## config.mk

```make
export PLATFORM = sky130hd
export DESIGN_NAME = i2c_target_regs
export DESIGN_NICKNAME = d
export VERILOG_FILES = /design/src/rtl/i2c_pkg.sv /design/src/rtl/i2c_bus_filter.sv /design/src/rtl/i2c_target_regs.sv
export SDC_FILE = /design/constraint.sdc
export NUM_CORES = 1
export LEC_CHECK = 0
export CAP_MARGIN = 20
export CORE_MARGIN = 2
export CORE_UTILIZATION = 40
export DETAILED_ROUTE_END_ITERATION = 8
export HOLD_SLACK_MARGIN = 0.02
export REMOVE_ABC_BUFFERS = 1
export SKIP_LAST_GASP = 1
export SYNTH_ARGS = -nofsm -noshare
export SYNTH_HDL_FRONTEND = slang
export SYNTH_SLANG_ARGS = --single-unit
```

## constraint.sdc

```tcl
create_clock -name clk -period 2.65 [get_ports clk]
set_clock_uncertainty 0.1 [all_clocks]
set_input_delay 0.265 -clock clk [delete_from_list [all_inputs] [get_ports clk]]
set_output_delay 0.265 -clock clk [all_outputs]
set_load 0.02 [all_outputs]
```

## src/rtl/i2c_pkg.sv

```systemverilog
// Shared I2C definitions: target FSM state encoding and bus-level constants.
package i2c_pkg;

    typedef enum logic [2:0] {
        IDLE,
        ADDR,
        ADDR_ACK,
        WR_BYTE,
        WR_ACK,
        RD_BYTE,
        RD_ACK,
        WAIT_STOP
    } i2c_state_e;

    localparam logic I2C_RW_READ = 1'b1;
    localparam logic I2C_ACK     = 1'b0;
    localparam logic I2C_NACK    = 1'b1;

endpackage

```

## src/rtl/i2c_bus_filter.sv

```systemverilog
// SCL/SDA front end: 2-FF synchronizer, FILT_LEN stable-sample glitch filter,
// then edge / START / STOP detection on the filtered levels.
module i2c_bus_filter #(
    parameter int FILT_LEN = 3
) (
    input  logic clk,
    input  logic rst,
    input  logic scl_i,
    input  logic sda_i,
    output logic scl_f,
    output logic sda_f,
    output logic scl_rise,
    output logic scl_fall,
    output logic start_det,
    output logic stop_det
);

    localparam int CW = $clog2(FILT_LEN + 1);

    // index 0 = SCL, index 1 = SDA
    logic [1:0]         sync1_q, sync2_q, filt_q, prev_q;
    logic [1:0][CW-1:0] cnt_q;

    // Synchronize, then change the filtered level only after FILT_LEN differing samples.
    always_ff @(posedge clk) begin
        if (rst) begin
            sync1_q <= '1;
            sync2_q <= '1;
            filt_q  <= '1;
            prev_q  <= '1;
            cnt_q   <= '0;
        end else begin
            sync1_q <= {sda_i, scl_i};
            sync2_q <= sync1_q;
            prev_q  <= filt_q;
            for (int i = 0; i < 2; i++) begin
                if (sync2_q[i] == filt_q[i]) begin
                    cnt_q[i] <= '0;
                end else if (cnt_q[i] == CW'(FILT_LEN - 1)) begin
                    filt_q[i] <= sync2_q[i];
                    cnt_q[i]  <= '0;
                end else begin
                    cnt_q[i] <= cnt_q[i] + 1'b1;
                end
            end
        end
    end

    // Edges of filtered levels; START/STOP need SCL to have been high on both samples.
    always_comb begin
        scl_f     = filt_q[0];
        sda_f     = filt_q[1];
        scl_rise  =  filt_q[0] & ~prev_q[0];
        scl_fall  = ~filt_q[0] &  prev_q[0];
        start_det =  prev_q[1] & ~filt_q[1] & filt_q[0] & prev_q[0];
        stop_det  = ~prev_q[1] &  filt_q[1] & filt_q[0] & prev_q[0];
    end

endmodule

```

## src/rtl/i2c_target_regs.sv

```systemverilog
// I2C target with an N_REGS x 8-bit register file, auto-incrementing pointer
// and per-byte write strobes for local logic.
module i2c_target_regs #(
    parameter logic [6:0] SLAVE_ADDR = 7'h50,
    parameter int         N_REGS     = 4,
    parameter int         FILT_LEN   = 3
) (
    input  logic                        clk,
    input  logic                        rst,
    input  logic                        scl_i,
    input  logic                        sda_i,
    output logic                        sda_oe,
    output logic [8*N_REGS-1:0]         regs_o,
    output logic                        wr_stb,
    output logic [$clog2(N_REGS)-1:0]   wr_addr,
    output logic                        busy
);
    import i2c_pkg::*;

    localparam int PW = $clog2(N_REGS);

    // SCL level itself is not needed here; its edges carry everything.
    logic scl_f_unused;
    logic sda_f, scl_rise, scl_fall, start_det, stop_det;

    i2c_bus_filter #(.FILT_LEN(FILT_LEN)) u_filt (
        .clk       (clk),
        .rst       (rst),
        .scl_i     (scl_i),
        .sda_i     (sda_i),
        .scl_f     (scl_f_unused),
        .sda_f     (sda_f),
        .scl_rise  (scl_rise),
        .scl_fall  (scl_fall),
        .start_det (start_det),
        .stop_det  (stop_det)
    );

    i2c_state_e                 state_q, state_d;
    logic [3:0]                 bitcnt_q, bitcnt_d;
    logic [7:0]                 shift_q, shift_d;
    logic [PW-1:0]              ptr_q, ptr_d;
    logic [N_REGS-1:0][7:0]     regs_q, regs_d;
    logic                       sda_oe_q, sda_oe_d;
    logic                       busy_q, busy_d;
    logic                       first_q, first_d;   // next written byte is the pointer
    logic                       phase_q, phase_d;   // ACK slot: drive done / host ACK seen
    logic                       wr_pend_q, wr_pend_d;
    logic                       wr_stb_q, wr_stb_d;
    logic [PW-1:0]              wr_addr_q, wr_addr_d;

    logic [7:0] byte_in;
    assign byte_in = {shift_q[6:0], sda_f};

    // State and datapath registers.
    always_ff @(posedge clk) begin
        if (rst) begin
            state_q   <= IDLE;
            bitcnt_q  <= '0;
            shift_q   <= '0;
            ptr_q     <= '0;
            regs_q    <= '0;
            sda_oe_q  <= 1'b0;
            busy_q    <= 1'b0;
            first_q   <= 1'b0;
            phase_q   <= 1'b0;
            wr_pend_q <= 1'b0;
            wr_stb_q  <= 1'b0;
            wr_addr_q <= '0;
        end else begin
            state_q   <= state_d;
            bitcnt_q  <= bitcnt_d;
            shift_q   <= shift_d;
            ptr_q     <= ptr_d;
            regs_q    <= regs_d;
            sda_oe_q  <= sda_oe_d;
            busy_q    <= busy_d;
            first_q   <= first_d;
            phase_q   <= phase_d;
            wr_pend_q <= wr_pend_d;
            wr_stb_q  <= wr_stb_d;
            wr_addr_q <= wr_addr_d;
        end
    end

    // Next state: START/STOP override everything, otherwise advance on SCL edges.
    always_comb begin
        state_d = state_q;
        if (start_det) begin
            state_d = ADDR;
        end else if (stop_det) begin
            state_d = IDLE;
        end else begin
            case (state_q)
                ADDR:     if (scl_rise && bitcnt_q == 4'd7)
                              state_d = (byte_in[7:1] == SLAVE_ADDR) ? ADDR_ACK : IDLE;
                ADDR_ACK: if (scl_fall && phase_q)
                              state_d = (shift_q[0] == I2C_RW_READ) ? RD_BYTE : WR_BYTE;
                WR_BYTE:  if (scl_rise && bitcnt_q == 4'd7) state_d = WR_ACK;
                WR_ACK:   if (scl_fall && phase_q) state_d = WR_BYTE;
                RD_BYTE:  if (scl_fall && bitcnt_q == 4'd8) state_d = RD_ACK;
                RD_ACK:   if (scl_rise && sda_f == I2C_NACK) state_d = WAIT_STOP;
                          else if (scl_fall && phase_q) state_d = RD_BYTE;
                default:  ;
            endcase
        end
    end

    // Datapath next values: shifter, pointer, register commit, SDA drive, busy.
    always_comb begin
        bitcnt_d  = bitcnt_q;
        shift_d   = shift_q;
        ptr_d     = ptr_q;
        regs_d    = regs_q;
        sda_oe_d  = sda_oe_q;
        busy_d    = busy_q;
        first_d   = first_q;
        phase_d   = phase_q;
        wr_pend_d = 1'b0;
        wr_stb_d  = 1'b0;
        wr_addr_d = wr_addr_q;

        // A complete written byte lands one cycle after its 8th SCL rise.
        if (wr_pend_q) begin
            if (first_q) begin
                ptr_d   = shift_q[PW-1:0];
                first_d = 1'b0;
            end else begin
                regs_d[ptr_q] = shift_q;
                wr_stb_d      = 1'b1;
                wr_addr_d     = ptr_q;
                ptr_d         = ptr_q + 1'b1;
            end
        end

        if (start_det) begin
            bitcnt_d = '0;
            sda_oe_d = 1'b0;
        end else if (stop_det) begin
            sda_oe_d = 1'b0;
            busy_d   = 1'b0;
        end else begin
            case (state_q)
                ADDR: if (scl_rise) begin
                    shift_d  = byte_in;
                    bitcnt_d = bitcnt_q + 1'b1;
                    if (bitcnt_q == 4'd7) begin
                        phase_d = 1'b0;
                        busy_d  = (byte_in[7:1] == SLAVE_ADDR);
                    end
                end
                ADDR_ACK, WR_ACK: if (scl_fall) begin
                    if (!phase_q) begin
                        sda_oe_d = 1'b1;
                        phase_d  = 1'b1;
                    end else begin
                        sda_oe_d = 1'b0;
                        phase_d  = 1'b0;
                        bitcnt_d = '0;
                        if (state_q == ADDR_ACK) begin
                            if (shift_q[0] == I2C_RW_READ) begin
                                shift_d  = regs_q[ptr_q];
                                sda_oe_d = ~regs_q[ptr_q][7];
                                bitcnt_d = 4'd1;
                            end else begin
                                first_d = 1'b1;
                            end
                        end
                    end
                end
                WR_BYTE: if (scl_rise) begin
                    shift_d  = byte_in;
                    bitcnt_d = bitcnt_q + 1'b1;
                    if (bitcnt_q == 4'd7) begin
                        wr_pend_d = 1'b1;
                        phase_d   = 1'b0;
                    end
                end
                // bitcnt counts bits already placed on SDA; MSB went out on entry.
                RD_BYTE: if (scl_fall) begin
                    if (bitcnt_q == 4'd8) begin
                        sda_oe_d = 1'b0;
                        phase_d  = 1'b0;
                    end else begin
                        shift_d  = {shift_q[6:0], 1'b0};
                        sda_oe_d = ~shift_q[6];
                        bitcnt_d = bitcnt_q + 1'b1;
                    end
                end
                RD_ACK: begin
                    if (scl_rise) begin
                        ptr_d = ptr_q + 1'b1;
                        if (sda_f == I2C_NACK) busy_d = 1'b0;
                        else                   phase_d = 1'b1;
                    end else if (scl_fall && phase_q) begin
                        shift_d  = regs_q[ptr_q];
                        sda_oe_d = ~regs_q[ptr_q][7];
                        bitcnt_d = 4'd1;
                        phase_d  = 1'b0;
                    end
                end
                WAIT_STOP: sda_oe_d = 1'b0;
                default: ;
            endcase
        end
    end

    // Outputs come straight from registers.
    always_comb begin
        sda_oe  = sda_oe_q;
        regs_o  = regs_q;
        wr_stb  = wr_stb_q;
        wr_addr = wr_addr_q;
        busy    = busy_q;
    end

endmodule

```

# [After elaboration in Yosys (flattened, before gate mapping)]
# Cells that the tools add are included.
[op_classes] add_sub_neg=4 n_mul=0 div_mod_pow=0 order_cmp=2 eq_ne=43 shift=0 mux=78 bitwise=22 n_reduce_logical=29
[ops] operator="2-to-1 mux 8 bit" count=11
[ops] operator="2-to-1 mux 1 bit" count=36
[ops] operator="bitwise mux 32 bit" count=1
[ops] operator="one-hot mux 8 bit (4 select lines)" count=1
[ops] operator="2-to-1 mux 4 bit" count=7
[ops] operator="inequality test 2 bit, second input constant" count=13
[ops] operator="2-to-1 mux 3 bit" count=8
[ops] operator="inequality test 3 bit, second input constant" count=6
[ops] operator="one-hot mux 3 bit (6 select lines)" count=1
[ops] operator="binary-select mux 8 bit (select 2 bit)" count=1
[ops] operator="demux 8 bit (select 2 bit)" count=1
[ops] operator="inequality test 4 bit, second input constant" count=4
[ops] operator="one-hot mux 4 bit (4 select lines)" count=1
[ops] operator="2-to-1 mux 2 bit" count=7
[ops] operator="inverter 1 bit" count=14
[ops] operator="AND reduction 7 bit" count=2
[ops] operator="equality test 3 bit, second input constant" count=4
[ops] operator="AND reduction 12 bit" count=1
[ops] operator="AND reduction 11 bit" count=1
[ops] operator="AND reduction 10 bit" count=1
[ops] operator="AND reduction 9 bit" count=1
[ops] operator="OR reduction 3 bit" count=3
[ops] operator="bitwise AND 1 bit" count=8
[ops] operator="one-hot mux 1 bit (4 select lines)" count=2
[ops] operator="26 further kinds" count=43
[totals] regBits=69 latch_bits=0 ram_bits=0 mem_bits_ro=0 input_bits=4 output_inout_bits=37 elab_cells=202 memories=0

# [Logic depth before layout (Yosys ltp)]
# Gate-level depths: netlist of run 1.
[depth] depth_word=8 ltp_mapped=8 ltp_nobuf=7

# [Cells and area by module]
# A second synthesis of run 1 with hierarchy kept.
[hier_totals] hier_cells=394 hier_area_um2=3392.0
[by_module_without_submodules] mod="i2c_target_regs" instances=1 cells_per_inst=356 area_each_um2=2971.6 seq_area_each_um2=1141.1
[by_module_without_submodules] mod="i2c_bus_filter" instances=1 cells_per_inst=38 area_each_um2=420.4 seq_area_each_um2=240.2

# [Worst setup path before layout of run 1]
# OpenSTA, ideal clock, no wires.
[synth_timing] path_type="reg-to-reg" start="register bitcnt_q[0]" end="register shift_q[1]" setup_time_ps=70 t_arrival_ps=1771 required_time_ps=2480 setup_slack_ps=709 stages_incl_launch_ff=8 n_path_buf=0 synth_period_minus_slack_ps=1941 path_cell_list="dfxtp_1 inv_1 ha_1 and3b_4 o311ai_4 nand3_2 or4_1 a21oi_1"
[synth_between] elab_chain_len=3
[synth_rtl] element="start, declared" line="i2c_target_regs.sv:40" text="logic [3:0] bitcnt_q, bitcnt_d;"
[synth_rtl] element="start signal, assigned" line="i2c_target_regs.sv:72" text="bitcnt_q <= bitcnt_d;"
[synth_rtl] element="equality test 4 bit" line="i2c_target_regs.sv:181" text="if (bitcnt_q == 4'd8) begin"
[synth_rtl] element="inequality test 2 bit (no line)"
[synth_rtl] element="AND reduction 12 bit (no line)"
[synth_rtl] element="end signal, assigned" line="i2c_target_regs.sv:73" text="shift_q <= shift_d;"
[synth_rtl] element="end, declared" line="i2c_target_regs.sv:41" text="logic [7:0] shift_q, shift_d;"
# No other way between the ends.
# A chain may end at the register's enable or synchronous reset.

# [Worst setup path after layout of run 1]
[layout_timing] start="register state_q[0]" end="register shift_q[5]"
[layout_between] elab_chain_len=4 word_cells_on_any_way=20 cone_classes="15 x eq/ne; 1 x mux; 4 x reduce/logical"
[layout_rtl] element="start, declared" line="i2c_target_regs.sv:39" text="i2c_state_e state_q, state_d;"
[layout_rtl] element="start signal, assigned" line="i2c_target_regs.sv:71" text="state_q <= state_d;"
[layout_rtl] element="equality test 3 x 2 -> 1 bit, or another cell as far along" line="i2c_target_regs.sv:143, i2c_target_regs.sv:160"
[layout_rtl] element="OR reduction 2 bit, on equally long branches"
[layout_rtl] element="inequality test 2 bit (no line), or another cell as far along"
[layout_rtl] element="AND reduction 12 bit (no line)"
# Several ways; a longest one is shown, not always the timed one.

==> results of run 1 <==
==> flip-flops by register name (all words and copies together) (netlist names), 2 cells and up <==
register,flops
u_filt.prev_q,2
u_filt.sync1_q,2
shift_q,8
regs_o,32
ptr_q,2
wr_addr,2
bitcnt_q,4
u_filt.sync2_q,2
state_q,3
u_filt.cnt_q,4
u_filt.filt_q,2
==> synthesized netlist by cell type, types with 2 or more instances <==
| cell | n |
|---|---|
| dfxtp_1 | 69 |
| nand2_1 | 50 |
| a21oi_1 | 49 |
| nand3_1 | 39 |
| nor2_1 | 25 |
| clkbuf_1 | 15 |
| inv_1 | 14 |
| o21ai_0 | 12 |
| ha_1 | 8 |
| mux4_2 | 8 |
| a311oi_1 | 7 |
| buf_2 | 7 |
| or2_2 | 7 |
| a22oi_1 | 6 |
| mux2i_1 | 6 |
| nor3_1 | 6 |
| a31oi_1 | 5 |
| nand3b_1 | 5 |
| nor2b_1 | 5 |
| and3_1 | 4 |
| buf_4 | 4 |
| o31ai_1 | 3 |
| or3_1 | 3 |
| or4_1 | 3 |
| a211oi_1 | 2 |
| buf_1 | 2 |
| nand2b_1 | 2 |
| nand4_1 | 2 |
| o211ai_1 | 2 |
| xnor2_1 | 2 |
==> power breakdown <==
part / switching (mW) / internal (mW) / total, mW / leakage [nW]
combinational: 0.0205 / 0.0100 / 0.0305 / 0.652
clock: 0.439 / 0.465 / 0.904 / 0.0951
sequential: 0.00148 / 1.04 / 1.04 / 0.557
total: 0.461 / 1.51 / 1.98 / 1.30
==> critical path: cells and delay by family, from the launching register on <==
kind | cells | cell delay, ns
AOI/OAI and AO/OA | 3 | 0.62
and+or+nand+nor | 2 | 0.72
DFF | 1 | 0.74
==> placed cells by master (no fill, tap or decap), types with 9 or more instances in the layout <==
cell type / count
a21oi_1: 49
inv_1: 14
clkbuf_8: 10
buf_4: 9
nand3_1: 39
nor2_1: 24
clkdlybuf4s50_1: 39
nand2_1: 50
dfxtp_1: 69
o21ai_0: 12
==> worst max-delay path by stage <==
stage	slack (ns)	depth (start not counted)	from	end
finish	0.37	5	state_q[0]$_SDFFE_PP0P_	shift_q[5]$_SDFFE_PP0P_
global route	0.15	5	state_q[0]$_SDFFE_PP0P_	shift_q[5]$_SDFFE_PP0P_
CTS	0.39	5	state_q[0]$_SDFFE_PP0P_	shift_q[5]$_SDFFE_PP0P_
detailed placement	0.47	5	state_q[0]$_SDFFE_PP0P_	shift_q[5]$_SDFFE_PP0P_
global placement	0.51	5	state_q[2]$_SDFFE_PP0P_	state_q[1]$_SDFFE_PP0P_
floorplan	0.13	5	wr_pend_q$_SDFF_PP0_	regs_o[0]$_SDFFE_PP0P_
==> layer usage <==
metal,track usage,wire [um],share of wire,vias up
met5,0,0,0,-
met4,0.101,215,0.024,0
met3,0.0368,545,0.061,20
met2,0.327,4220,0.47,115
met1,0.284,3970,0.44,1482
li1,-,-,-,1509
==> per-stage QoR <==
| step | instances | setup slack (ns) | power, mW |
|---|---|---|---|
| final | 542 | 0.373 | 1.98 |
| after global routing | 542 | 0.152 | 2.05 |
| after CTS | 542 | 0.385 | 2.00 |
| after detailed placement | 526 | 0.465 | 1.10 |
| after global placement | 526 | 0.508 | 1.10 |
| after floorplan | 372 | 0.131 | 1.07 |
==> layout make-up <==
type,instances,area share
clock buffers,10,0.0338
clock inverters,6,0.0172
inverters,14,0.0129
multi-input cells,289,0.450
flip-flops and latches,69,0.340
well taps,105,0.0323
repair buffers,49,0.114
==> logic make-up (layout without fill, tap and decap cells) <==
| logic type | Yosys count | after routing | share of synthesized area |
|---|---|---|---|
| simple gates | 163 | 163 | 0.239 |
| flops | 69 | 69 | 0.405 |
| mux | 15 | 15 | 0.0738 |
| buf+inv | 44 | 79 | 0.0580 |
| fa+ha+maj | 8 | 8 | 0.0294 |
| xor+xnor | 3 | 3 | 0.00771 |
| compound gates | 100 | 100 | 0.186 |
==> flow_summary.yaml, run 1 <==
timing:
  rsz0062_at_grt: "false"
  tns_ns: 0
  finalHoldViolCount: 0
  slew_viol_final: 0
  worst_slew_pin_slew_ns: 0.637
  finalCritPeriodShare: 0.859
  max_freq_mhz: 439
  slew_headroom: 0.575
  holdWs_ns: 0.176
  layout_min_cycle_time_ns: 2.28
  setup_viol: 0
critical_path:
  worstPathCellList: "nand4bb_1, o211ai_2, and3_2, a21oi_1, a311oi_1"
  critPathMaxFanout: 19
  r2r_slack_ns: 0.37
  crit_slowest_cell: "dfxtp_1"
  end_kind: "flip-flop"
  start_kind: "flip-flop"
  reg2reg_from: "state_q[0]$_SDFFE_PP0P_"
  cp.arrival_ns: 2.42
  crit_path_max_incr_delay_ns: 0.74
  reg2regPathDepth: 5
  critPathRequiredTime_ns: 2.80
  crit_type: "flip-flop to flip-flop"
  worst_r2r_endpoint: "shift_q[5]$_SDFFE_PP0P_"
synth:
  syn_area_per_cell_um2: 8.48
  yosysUniqueCellTypes: 60
  synth_top_area_cell: "dfxtp_1"
  synthTopCellsByArea: "dfxtp_1 41%, a21oi_1 7.2%, nand3_1 5.7%, nand2_1 5.5%, mux4_2 5.3%"
  ys_seq_elements: 69
  synth_ff_type: "dfxtp_1"
  synth_warnings: 0
  synth-edff-count: 0
  yosysSeqAreaShare: 0.405
  synth_top_area_share: 0.405
  synth_cells: 402
  async_reset_ff_frac: 0
  netlist_area_um2: 3410
floorplanning:
  core-area_um2: 8220
  rows: 33
  die-area_um2: 9270
  ios: 41
  die_w_um: 96.3
  die_h_um: 96.3
  start_util: 0.415
worst_hold_path:
  hp-start: "rst"
  hold_end: "state_q[0]$_SDFFE_PP0P_"
  hold_class: "input pin to flip-flop"
  whs_path_depth: 2
detailed_routing:
  via_per_inst: 5.77
  num_vias: 3126
  dr.pass1.iters: 4
  drc: 0
  ant_nets: 0
  wl_per_cell_um: 16.5
  drtIter0Drc: 151
  routed_wl_um: 8950
clock_network:
  cts_num_sinks: 69
  path_clk_slew_ns: 0.08
  cts_inserted_buffers: 9
  htreeDepth: 3
  clock_latency_ns: 0.34
  postCtsHoldBufs: 0
  cts_tree: "yes"
  cts-root-buf: "clkbuf_8"
  clock_path_buffers: 2
  cts_setup_buffers: 0
  cts.repair.resized: 0
finish:
  multi_input_area_um2: 1830
  drive_gt1_frac: 0.121
  seq_area_um2: 1380
  fill_cells: 786
  antenna_cells: 0
  fin_area_um2: 4070
  final_core_util: 0.495
  areaGrowthSynthToFinish_pct: 19.4
  final_nets: 444
pwr:
  max-vdd-ir-drop_v: 0.000221
  p_leak_nw: 1.30
  power_density_nw_per_um2: 486
placement:
  port_buffers: 40
  gp_congestion: 0.906
  dp_hpwl_um: 6080
  place_area_um2: 3860
global_route:
  overflow: 0
  grt_use_total: 0.211
  grt_max_degree: 37
  antenna_found_initial: 0
  grt_pass1_wl_um: 15100
  grt_pass1_vias: 3039
job:
  cap_violations: 0
status:
  status: "finished clean"
(Power assumes the default switching activity.)
==> run 2, diff against run 1 <==
--- a/config.mk
+++ b/config.mk
@@ -8,6 +8,7 @@
 export CAP_MARGIN = 20
 export CORE_MARGIN = 2
 export CORE_UTILIZATION = 40
+export CTS_CLUSTER_SIZE = 25
 export DETAILED_ROUTE_END_ITERATION = 8
 export HOLD_SLACK_MARGIN = 0.02
 export REMOVE_ABC_BUFFERS = 1
==> results of run 2 <==
The final DEF is identical to that of run 1; final timing and power are the same.
